==> config.mk <==
export PLATFORM = sky130hd
export DESIGN_NAME = line_fifo_rd_ctrl
export DESIGN_NICKNAME = d
export VERILOG_FILES = /design/src/rtl/line_fifo_pkg.sv /design/src/rtl/line_fifo_addr_gen.sv /design/src/rtl/line_fifo_rd_ctrl.sv
export SDC_FILE = /design/constraint.sdc
export NUM_CORES = 1
export LEC_CHECK = 0
export CAP_MARGIN = 10
export CORE_ASPECT_RATIO = 1.5
export CORE_MARGIN = 1
export CORE_UTILIZATION = 62
export CTS_BUF_LIST = sky130_fd_sc_hd__clkbuf_4
export DETAILED_ROUTE_END_ITERATION = 8
export PLACE_DENSITY_LB_ADDON = 0.05
export SLEW_MARGIN = 25
export SYNTH_ARGS = -nofsm -noshare
export SYNTH_HDL_FRONTEND = slang
export SYNTH_SLANG_ARGS = --single-unit
==> constraint.sdc <==
create_clock -name i_clk -period 3.4 [get_ports i_clk]
set_input_delay 0.68 -clock i_clk [delete_from_list [all_inputs] [get_ports i_clk]]
set_output_delay 0.68 -clock i_clk [all_outputs]
set_load 0.01 [all_outputs]
==> src/rtl/line_fifo_pkg.sv <==
// Shared definitions for the line-buffer read controller: FSM encodings and
// elaboration-time helpers used to size counters and the address ring.
package line_fifo_pkg;

  typedef logic [2:0] fsm_state_t;

  localparam logic [2:0] ST_IDLE  = 3'd0;
  localparam logic [2:0] ST_WAIT  = 3'd1;
  localparam logic [2:0] ST_ISSUE = 3'd2;
  localparam logic [2:0] ST_ADV   = 3'd3;
  localparam logic [2:0] ST_DRAIN = 3'd4;

  // Number of output rows one image produces for a given window height and stride.
  function automatic int out_rows(input int img_lines, input int matrix_size, input int stride);
    return (img_lines - matrix_size) / stride + 1;
  endfunction

  // Total buffer words in the line ring.
  function automatic int ring_words(input int num_lines, input int words_per_line);
    return num_lines * words_per_line;
  endfunction

endpackage

==> src/rtl/line_fifo_addr_gen.sv <==
// Window read-address generator. Walks word-major, line-minor through the
// current window, keeping the top-line base and the current-line base as
// registers that step by a line (or a stride of lines) and wrap around the ring.
module line_fifo_addr_gen
  import line_fifo_pkg::*;
#(
  parameter int ADDR_WIDTH     = 11,
  parameter int WORDS_PER_LINE = 57,
  parameter int NUM_LINES      = 15,
  parameter int MATRIX_SIZE    = 11,
  parameter int STRIDE         = 4
) (
  input  logic                  i_clk,
  input  logic                  i_reset_n,
  input  logic                  i_clear,
  input  logic                  i_advance,
  input  logic                  i_step_row,
  output logic [ADDR_WIDTH-1:0] o_rd_addr,
  output logic                  o_last
);

  localparam int RING = ring_words(NUM_LINES, WORDS_PER_LINE);
  localparam int STEP = STRIDE * WORDS_PER_LINE;
  localparam int WW   = $clog2(WORDS_PER_LINE + 1);
  localparam int KW   = $clog2(MATRIX_SIZE + 1);

  logic [WW-1:0]         w;
  logic [KW-1:0]         k;
  logic [ADDR_WIDTH-1:0] top_base;
  logic [ADDR_WIDTH-1:0] cur_base;
  logic [ADDR_WIDTH:0]   cur_inc;
  logic [ADDR_WIDTH:0]   top_inc;
  logic [ADDR_WIDTH-1:0] cur_next_line;
  logic [ADDR_WIDTH-1:0] top_next;
  logic                  last_k;
  logic                  last_w;

  assign last_k    = (k == KW'(MATRIX_SIZE - 1));
  assign last_w    = (w == WW'(WORDS_PER_LINE - 1));
  assign o_last    = last_k & last_w;
  assign o_rd_addr = cur_base + ADDR_WIDTH'(w);

  // Next line base and next window top, each folded back into the ring with one subtract.
  always_comb begin
    cur_inc       = {1'b0, cur_base} + (ADDR_WIDTH+1)'(WORDS_PER_LINE);
    cur_next_line = (cur_inc >= (ADDR_WIDTH+1)'(RING)) ?
                    ADDR_WIDTH'(cur_inc - (ADDR_WIDTH+1)'(RING)) : ADDR_WIDTH'(cur_inc);
    top_inc       = {1'b0, top_base} + (ADDR_WIDTH+1)'(STEP);
    top_next      = (top_inc >= (ADDR_WIDTH+1)'(RING)) ?
                    ADDR_WIDTH'(top_inc - (ADDR_WIDTH+1)'(RING)) : ADDR_WIDTH'(top_inc);
  end

  // Word/line counters and base registers; a stalled cycle simply holds everything.
  always_ff @(posedge i_clk or negedge i_reset_n) begin
    if (!i_reset_n) begin
      w        <= '0;
      k        <= '0;
      top_base <= '0;
      cur_base <= '0;
    end else if (i_clear) begin
      w        <= '0;
      k        <= '0;
      top_base <= '0;
      cur_base <= '0;
    end else if (i_step_row) begin
      w        <= '0;
      k        <= '0;
      top_base <= top_next;
      cur_base <= top_next;
    end else if (i_advance) begin
      if (last_k) begin
        k        <= '0;
        cur_base <= top_base;
        w        <= last_w ? '0 : w + 1'b1;
      end else begin
        k        <= k + 1'b1;
        cur_base <= cur_next_line;
      end
    end
  end

endmodule

==> src/rtl/line_fifo_rd_ctrl.sv <==
// Line-buffer read controller: counts buffered lines from the ingest side,
// pulses the write-address reset at ring wrap, issues window reads per output
// row, retires STRIDE lines after each row and drains the read pipe at image end.
module line_fifo_rd_ctrl
  import line_fifo_pkg::*;
#(
  parameter int ADDR_WIDTH     = 11,
  parameter int WORDS_PER_LINE = 57,
  parameter int NUM_LINES      = 15,
  parameter int MATRIX_SIZE    = 11,
  parameter int STRIDE         = 4,
  parameter int IMG_LINES      = 227,
  parameter int RD_LATENCY     = 2
) (
  input  logic                           i_clk,
  input  logic                           i_reset_n,
  input  logic                           i_start,
  input  logic                           i_line_done,
  output logic                           o_wr_addr_reset,
  output logic [$clog2(NUM_LINES+1)-1:0] o_space_avail,
  input  logic                           i_mlp_ready,
  output logic                           o_rd_en,
  output logic [ADDR_WIDTH-1:0]          o_rd_addr,
  output logic                           o_data_valid,
  output logic                           o_row_done,
  output logic                           o_img_done,
  output logic                           o_busy
);

  localparam int OUT_ROWS = out_rows(IMG_LINES, MATRIX_SIZE, STRIDE);
  localparam int LW       = $clog2(NUM_LINES + 1);
  localparam int RW       = $clog2(OUT_ROWS + 1);
  localparam int DW       = $clog2(RD_LATENCY + 1);

  fsm_state_t            state;
  fsm_state_t            state_next;
  logic [LW-1:0]         avail;
  logic [LW-1:0]         avail_next;
  logic [LW:0]           avail_sum;
  logic [LW-1:0]         wr_line;
  logic [LW-1:0]         space_q;
  logic [RW-1:0]         row;
  logic [DW-1:0]         drain_cnt;
  logic [RD_LATENCY-1:0] valid_pipe;
  logic                  rd_last;
  logic                  img_done;
  logic                  adv;
  logic                  line_inc;
  logic                  wrap_line;

  assign adv             = (state == ST_ADV);
  assign o_rd_en         = (state == ST_ISSUE) && i_mlp_ready && !i_start;
  assign o_row_done      = o_rd_en && rd_last;
  assign img_done        = (state == ST_DRAIN) && (drain_cnt == DW'(RD_LATENCY)) && !i_start;
  assign o_img_done      = img_done;
  assign o_busy          = (state != ST_IDLE);
  assign wrap_line       = i_line_done && (wr_line == LW'(NUM_LINES - 1));
  assign o_wr_addr_reset = i_start || wrap_line;
  assign o_space_avail   = space_q;
  assign o_data_valid    = valid_pipe[RD_LATENCY-1];
  assign line_inc        = i_line_done && (avail != LW'(NUM_LINES));

  line_fifo_addr_gen #(
    .ADDR_WIDTH     (ADDR_WIDTH),
    .WORDS_PER_LINE (WORDS_PER_LINE),
    .NUM_LINES      (NUM_LINES),
    .MATRIX_SIZE    (MATRIX_SIZE),
    .STRIDE         (STRIDE)
  ) u_addr_gen (
    .i_clk      (i_clk),
    .i_reset_n  (i_reset_n),
    .i_clear    (i_start || img_done),
    .i_advance  (o_rd_en),
    .i_step_row (adv),
    .o_rd_addr  (o_rd_addr),
    .o_last     (rd_last)
  );

  // Buffered-line count: +1 per finished line (saturating), -STRIDE when a row retires.
  always_comb begin
    avail_sum = {1'b0, avail} + (LW+1)'(line_inc);
    if (adv) begin
      avail_sum = (avail_sum >= (LW+1)'(STRIDE)) ? avail_sum - (LW+1)'(STRIDE) : '0;
    end
    avail_next = avail_sum[LW-1:0];
  end

  // Next-state logic; a start pulse from any state restarts the image in WAIT.
  always_comb begin
    state_next = state;
    case (state)
      ST_IDLE:  if (i_start) state_next = ST_WAIT;
      ST_WAIT:  if (avail >= LW'(MATRIX_SIZE)) state_next = ST_ISSUE;
      ST_ISSUE: if (o_row_done) state_next = ST_ADV;
      ST_ADV:   state_next = (row == RW'(OUT_ROWS - 1)) ? ST_DRAIN : ST_WAIT;
      ST_DRAIN: if (img_done) state_next = ST_IDLE;
      default:  state_next = ST_IDLE;
    endcase
    if (i_start) state_next = ST_WAIT;
  end

  // State register.
  always_ff @(posedge i_clk or negedge i_reset_n) begin
    if (!i_reset_n) state <= ST_IDLE;
    else            state <= state_next;
  end

  // Drain timer: counts the read latency after the final row before signalling image end.
  always_ff @(posedge i_clk or negedge i_reset_n) begin
    if (!i_reset_n)                                      drain_cnt <= '0;
    else if ((state == ST_DRAIN) && !img_done && !i_start) drain_cnt <= drain_cnt + 1'b1;
    else                                                 drain_cnt <= '0;
  end

  // Line accounting: write-line index, buffered count, free space and output row.
  always_ff @(posedge i_clk or negedge i_reset_n) begin
    if (!i_reset_n) begin
      avail   <= '0;
      wr_line <= '0;
      row     <= '0;
      space_q <= LW'(NUM_LINES);
    end else if (i_start || img_done) begin
      avail   <= '0;
      wr_line <= '0;
      row     <= '0;
      space_q <= LW'(NUM_LINES);
    end else begin
      if (i_line_done) wr_line <= wrap_line ? '0 : wr_line + 1'b1;
      if (adv)         row     <= row + 1'b1;
      avail   <= avail_next;
      space_q <= LW'(NUM_LINES) - avail_next;
    end
  end

  // Read-valid delay line matching the buffer read latency; flushed on restart.
  if (RD_LATENCY == 1) begin : g_pipe1
    always_ff @(posedge i_clk or negedge i_reset_n) begin
      if (!i_reset_n)   valid_pipe <= '0;
      else if (i_start) valid_pipe <= '0;
      else              valid_pipe <= o_rd_en;
    end
  end else begin : g_pipen
    always_ff @(posedge i_clk or negedge i_reset_n) begin
      if (!i_reset_n)   valid_pipe <= '0;
      else if (i_start) valid_pipe <= '0;
      else              valid_pipe <= {valid_pipe[RD_LATENCY-2:0], o_rd_en};
    end
  end

`ifndef SYNTHESIS
  // Writer must never finish a line while every ring slot is still occupied.
  always @(posedge i_clk) begin
    if (i_reset_n && i_line_done && !i_start) assert (avail != LW'(NUM_LINES));
  end
`endif

endmodule

==> flow_metrics.py <==
metrics = {
    "layout": {
        "antenna_cells": 0,
        "utilization_pct": 71.2,
        "instances_no_fill": 613,
        "fin_nets": 561,
        "syn_to_final_growth_pct": 8.94,
        "multiInputGateArea_sq_um": 2630,
        "drive_above_1_share_pct": 10.1,
        "ff_latch_area_sq_um": 1430,
        "fill_cells": 559,
    },
    "cts": {
        "clk_pin_slew_ns": 0.11,
        "numCtsBuffers": 9,
        "htreeDepth": 3,
        "cts-root-buf": "clkbuf_4",
        "clk_latency_ns": 0.42,
        "clockBufferDepth": 2,
        "cts_tree": "done",
        "cts_sinks": 57,
    },
    "job": {
        "cap_violations": 0,
    },
    "placement": {
        "io_buffers": 25,
        "dp_slack_ns": 0.198,
        "hpwl_mm": 7.31,
        "place.gp.congestion": 0.940,
        "dp.cells": 594,
    },
    "grt": {
        "antenna_found_initial": 0,
        "first_global_vias": 3734,
        "grt_pass1_wl_mm": 17.0,
        "track_usage_pct": 28.9,
        "grt_overflow": 0,
        "grt_max_degree": 58,
    },
    "timing": {
        "setup_violations": 0,
        "finClkSkew_ns": 0.0277,
        "fin_ws_ns": 0.206,
        "grt_setup_unrepaired": "no",
        "slew_headroom_pct": 44.7,
        "drv_slew": 0,
        "worst_slew_pin_slew_ns": 0.828,
        "hold_viol": 0,
        "fmax_ghz": 0.313,
        "min_period_ns": 3.19,
        "fin_tns_setup_ns": 0,
        "post-route-period-util_pct": 94.0,
    },
    "worst_setup_path": {
        "crit_fanout": 4,
        "r2r_slack_ns": 0.43,
        "path_class": "register to output pin",
        "arrival_ns": 2.51,
        "endpoint_kind": "output pin",
        "required_ns": 2.72,
        "start_kind": "register",
    },
    "synth": {
        "netlist_area_sq_um": 4330,
        "synth_cell_type_count": 78,
        "synth_edf_count": 0,
        "syn-num-nets": 537,
        "ys_warn_count": 0,
        "syn_inst": 508,
        "syn_area_per_cell_sq_um": 8.51,
        "ys_seq_area_share_pct": 33.1,
        "synth_ff_type": "dfrtp_1",
        "async_flop_share_pct": 100,
        "ys_ff_latch": 57,
    },
    "floorplanning": {
        "ios": 26,
        "initial_core_util_pct": 65.3,
        "dieArea_sq_um": 7320,
        "design.core.area_sq_um": 6620,
        "die_h_um": 104,
        "rows": 36,
        "die_w_um": 70.2,
    },
    "power": {
        "finalPower_uw": 1240,
        "p_leak_uw": 0.00221,
        "peakVddDrop_mv": 0.271,
        "powerDensity_nw_per_um2": 263,
    },
    "worst_hold_path": {
        "hold_class": "input port to async pin",
    },
    "detailed_routing": {
        "firstDrtPassIters": 5,
        "drt_wl_total_mm": 10.0,
        "drt_iter0_markers": 262,
        "vias_per_cell": 6.25,
        "final_antenna_net_count": 0,
        "drc": 0,
        "wl_per_cell_um": 16.3,
        "vias": 3832,
    },
    "outcome": {
        "status": "finished clean",
    },
}
metrics by stage:
| stage | area (sq um) | hold WS [ns] |
|---|---|---|
| after floorplan | 4330 | 0.384 |
| after global placement | 4570 | 0.423 |
| after detailed placement | 4570 | 0.428 |
| after CTS | 4700 | 0.249 |
| after global routing | 4710 | 0.268 |
| final | 4710 | 0.222 |
cell families (layout without fill, tap and decap cells):
group                      Yosys count  in the layout  share of synthesized area (%)
adders and majority gates           24             24                           7.12
buffers and inverters               48             77                           6.39
and+or+nand+nor                    197            197                           21.7
muxes                                5              5                           1.16
xor gates and xnor gates            42             42                           8.68
DFF                                 57             57                           33.1
AOI/OAI and AO/OA                  135            135                           21.9
synth_stat cells, types with 3 or more instances:
cell type  instances  area share, %
and3_1             6           0.87
xnor2_1           23            4.7
a311oi_1           3           0.61
or3_1              6           0.87
a21o_1             6            1.0
buf_2              5           0.58
mux2i_1            5            1.2
clkbuf_8           5            1.6
inv_1             22            1.9
dfstp_2            4            2.4
nand3_1           19            2.2
buf_6              4            1.0
xor2_1            18            3.6
a31oi_1            7            1.0
dfrtp_1           53             31
nor2b_1            5           0.72
nand2b_1           7            1.0
nor3_1            13            1.5
o211a_1            3           0.69
ha_1              23            6.7
o21bai_1           3           0.52
nand4_1            6           0.87
a21oi_1           36            4.2
o22ai_1            6           0.87
nor2_1            54            4.7
a211oi_1           3           0.52
nand2_1           59            5.1
o21ai_0           24            2.8
nor4_1             3           0.43
o31ai_1            4           0.69
clkbuf_1           9           0.78
and2_1             5           0.72
cell type report:
class | count | share of cell area (%)
multi-input combinational | 403 | 55.8
clock inverter | 6 | 0.743
clock buffer | 10 | 1.59
sequential | 57 | 30.4
tap | 76 | 2.02
inverter | 22 | 1.75
timing repair buffer | 39 | 7.70
routing by layer:
layer	global-route usage, %	vias to the layer above	part of all wire (%)
met5	0	-	0
li1	-	1867	-
met3	3.97	23	4.2
met2	49.9	121	52
met4	14.6	0	3.1
met1	34.7	1821	41
worst paths after layout:
kind	from	endpoint	cells after the start
worst max register to register	u_addr_gen.cur_base[0]	u_addr_gen.cur_base[3]	10
worst min register to register	drain_cnt[0]	drain_cnt[0]	1
max in group asynchronous	i_reset_n	o_space_avail[0]	2
worst min-delay path	i_reset_n	u_addr_gen.cur_base[9]	2
worst max-delay path	u_addr_gen.w[1]	o_rd_addr[9]	9
min in group i_clk	drain_cnt[0]	drain_cnt[0]	1
cells in the final DEF, fill, tap and decap left out, types with 3 or more instances in the layout:
cell / count
nand2_1: 59
nor2_1: 54
dfrtp_1: 52
a21oi_1: 33
xnor2_1: 23
o21ai_0: 23
ha_1: 23
inv_1: 22
nand3_1: 19
xor2_1: 18
clkdlybuf4s50_1: 18
nor3_1: 13
buf_4: 13
clkbuf_4: 10
a31oi_1: 7
nand2b_1: 7
or3_1: 6
o22ai_1: 6
a21o_1: 6
nand4_1: 6
and3_1: 6
mux2i_1: 5
nor2b_1: 5
and2_1: 5
o31ai_1: 4
dfstp_2: 4
a311oi_1: 3
nor4_1: 3
a211oi_1: 3
o21bai_1: 3
a21oi_2: 3
o211a_1: 3
clkinv_2: 3
dlymetal6s2s_1: 3
power by group:
group	leakage [uW]	switching, uW	internal, uW
sequential	0.000771	11.5	689
combinational	0.00137	69.0	46.5
clock	0.0000636	268	153
sequential cells by signal, summed over array words and instances (netlist names):
register and count:
avail 4, drain_cnt 2, o_space_avail 4, row 6, state 3, u_addr_gen.cur_base 11
u_addr_gen.k 4, u_addr_gen.top_base 11, u_addr_gen.w 6, valid_pipe 2, wr_line 4
repair_timing:
item                                    CTS  global route
setup buffers                             2             1
gates resized for setup                   8             5
pin swaps                                 2             1
hold buffers                              0             0
endpoints found under the setup margin    5             4
critical path: stages, from the launching register on:
cell and delay [ns]:
dfrtp_1 0.44, ha_1 0.29, a21o_1 0.20, a21oi_2 0.18, o21bai_1 0.10, a21oi_2 0.16
nor2b_1 0.10, o211a_1 0.22, xor2_1 0.13, dlygate4sd2_1 0.28
Note: power is estimated with default switching activity, not from simulation.
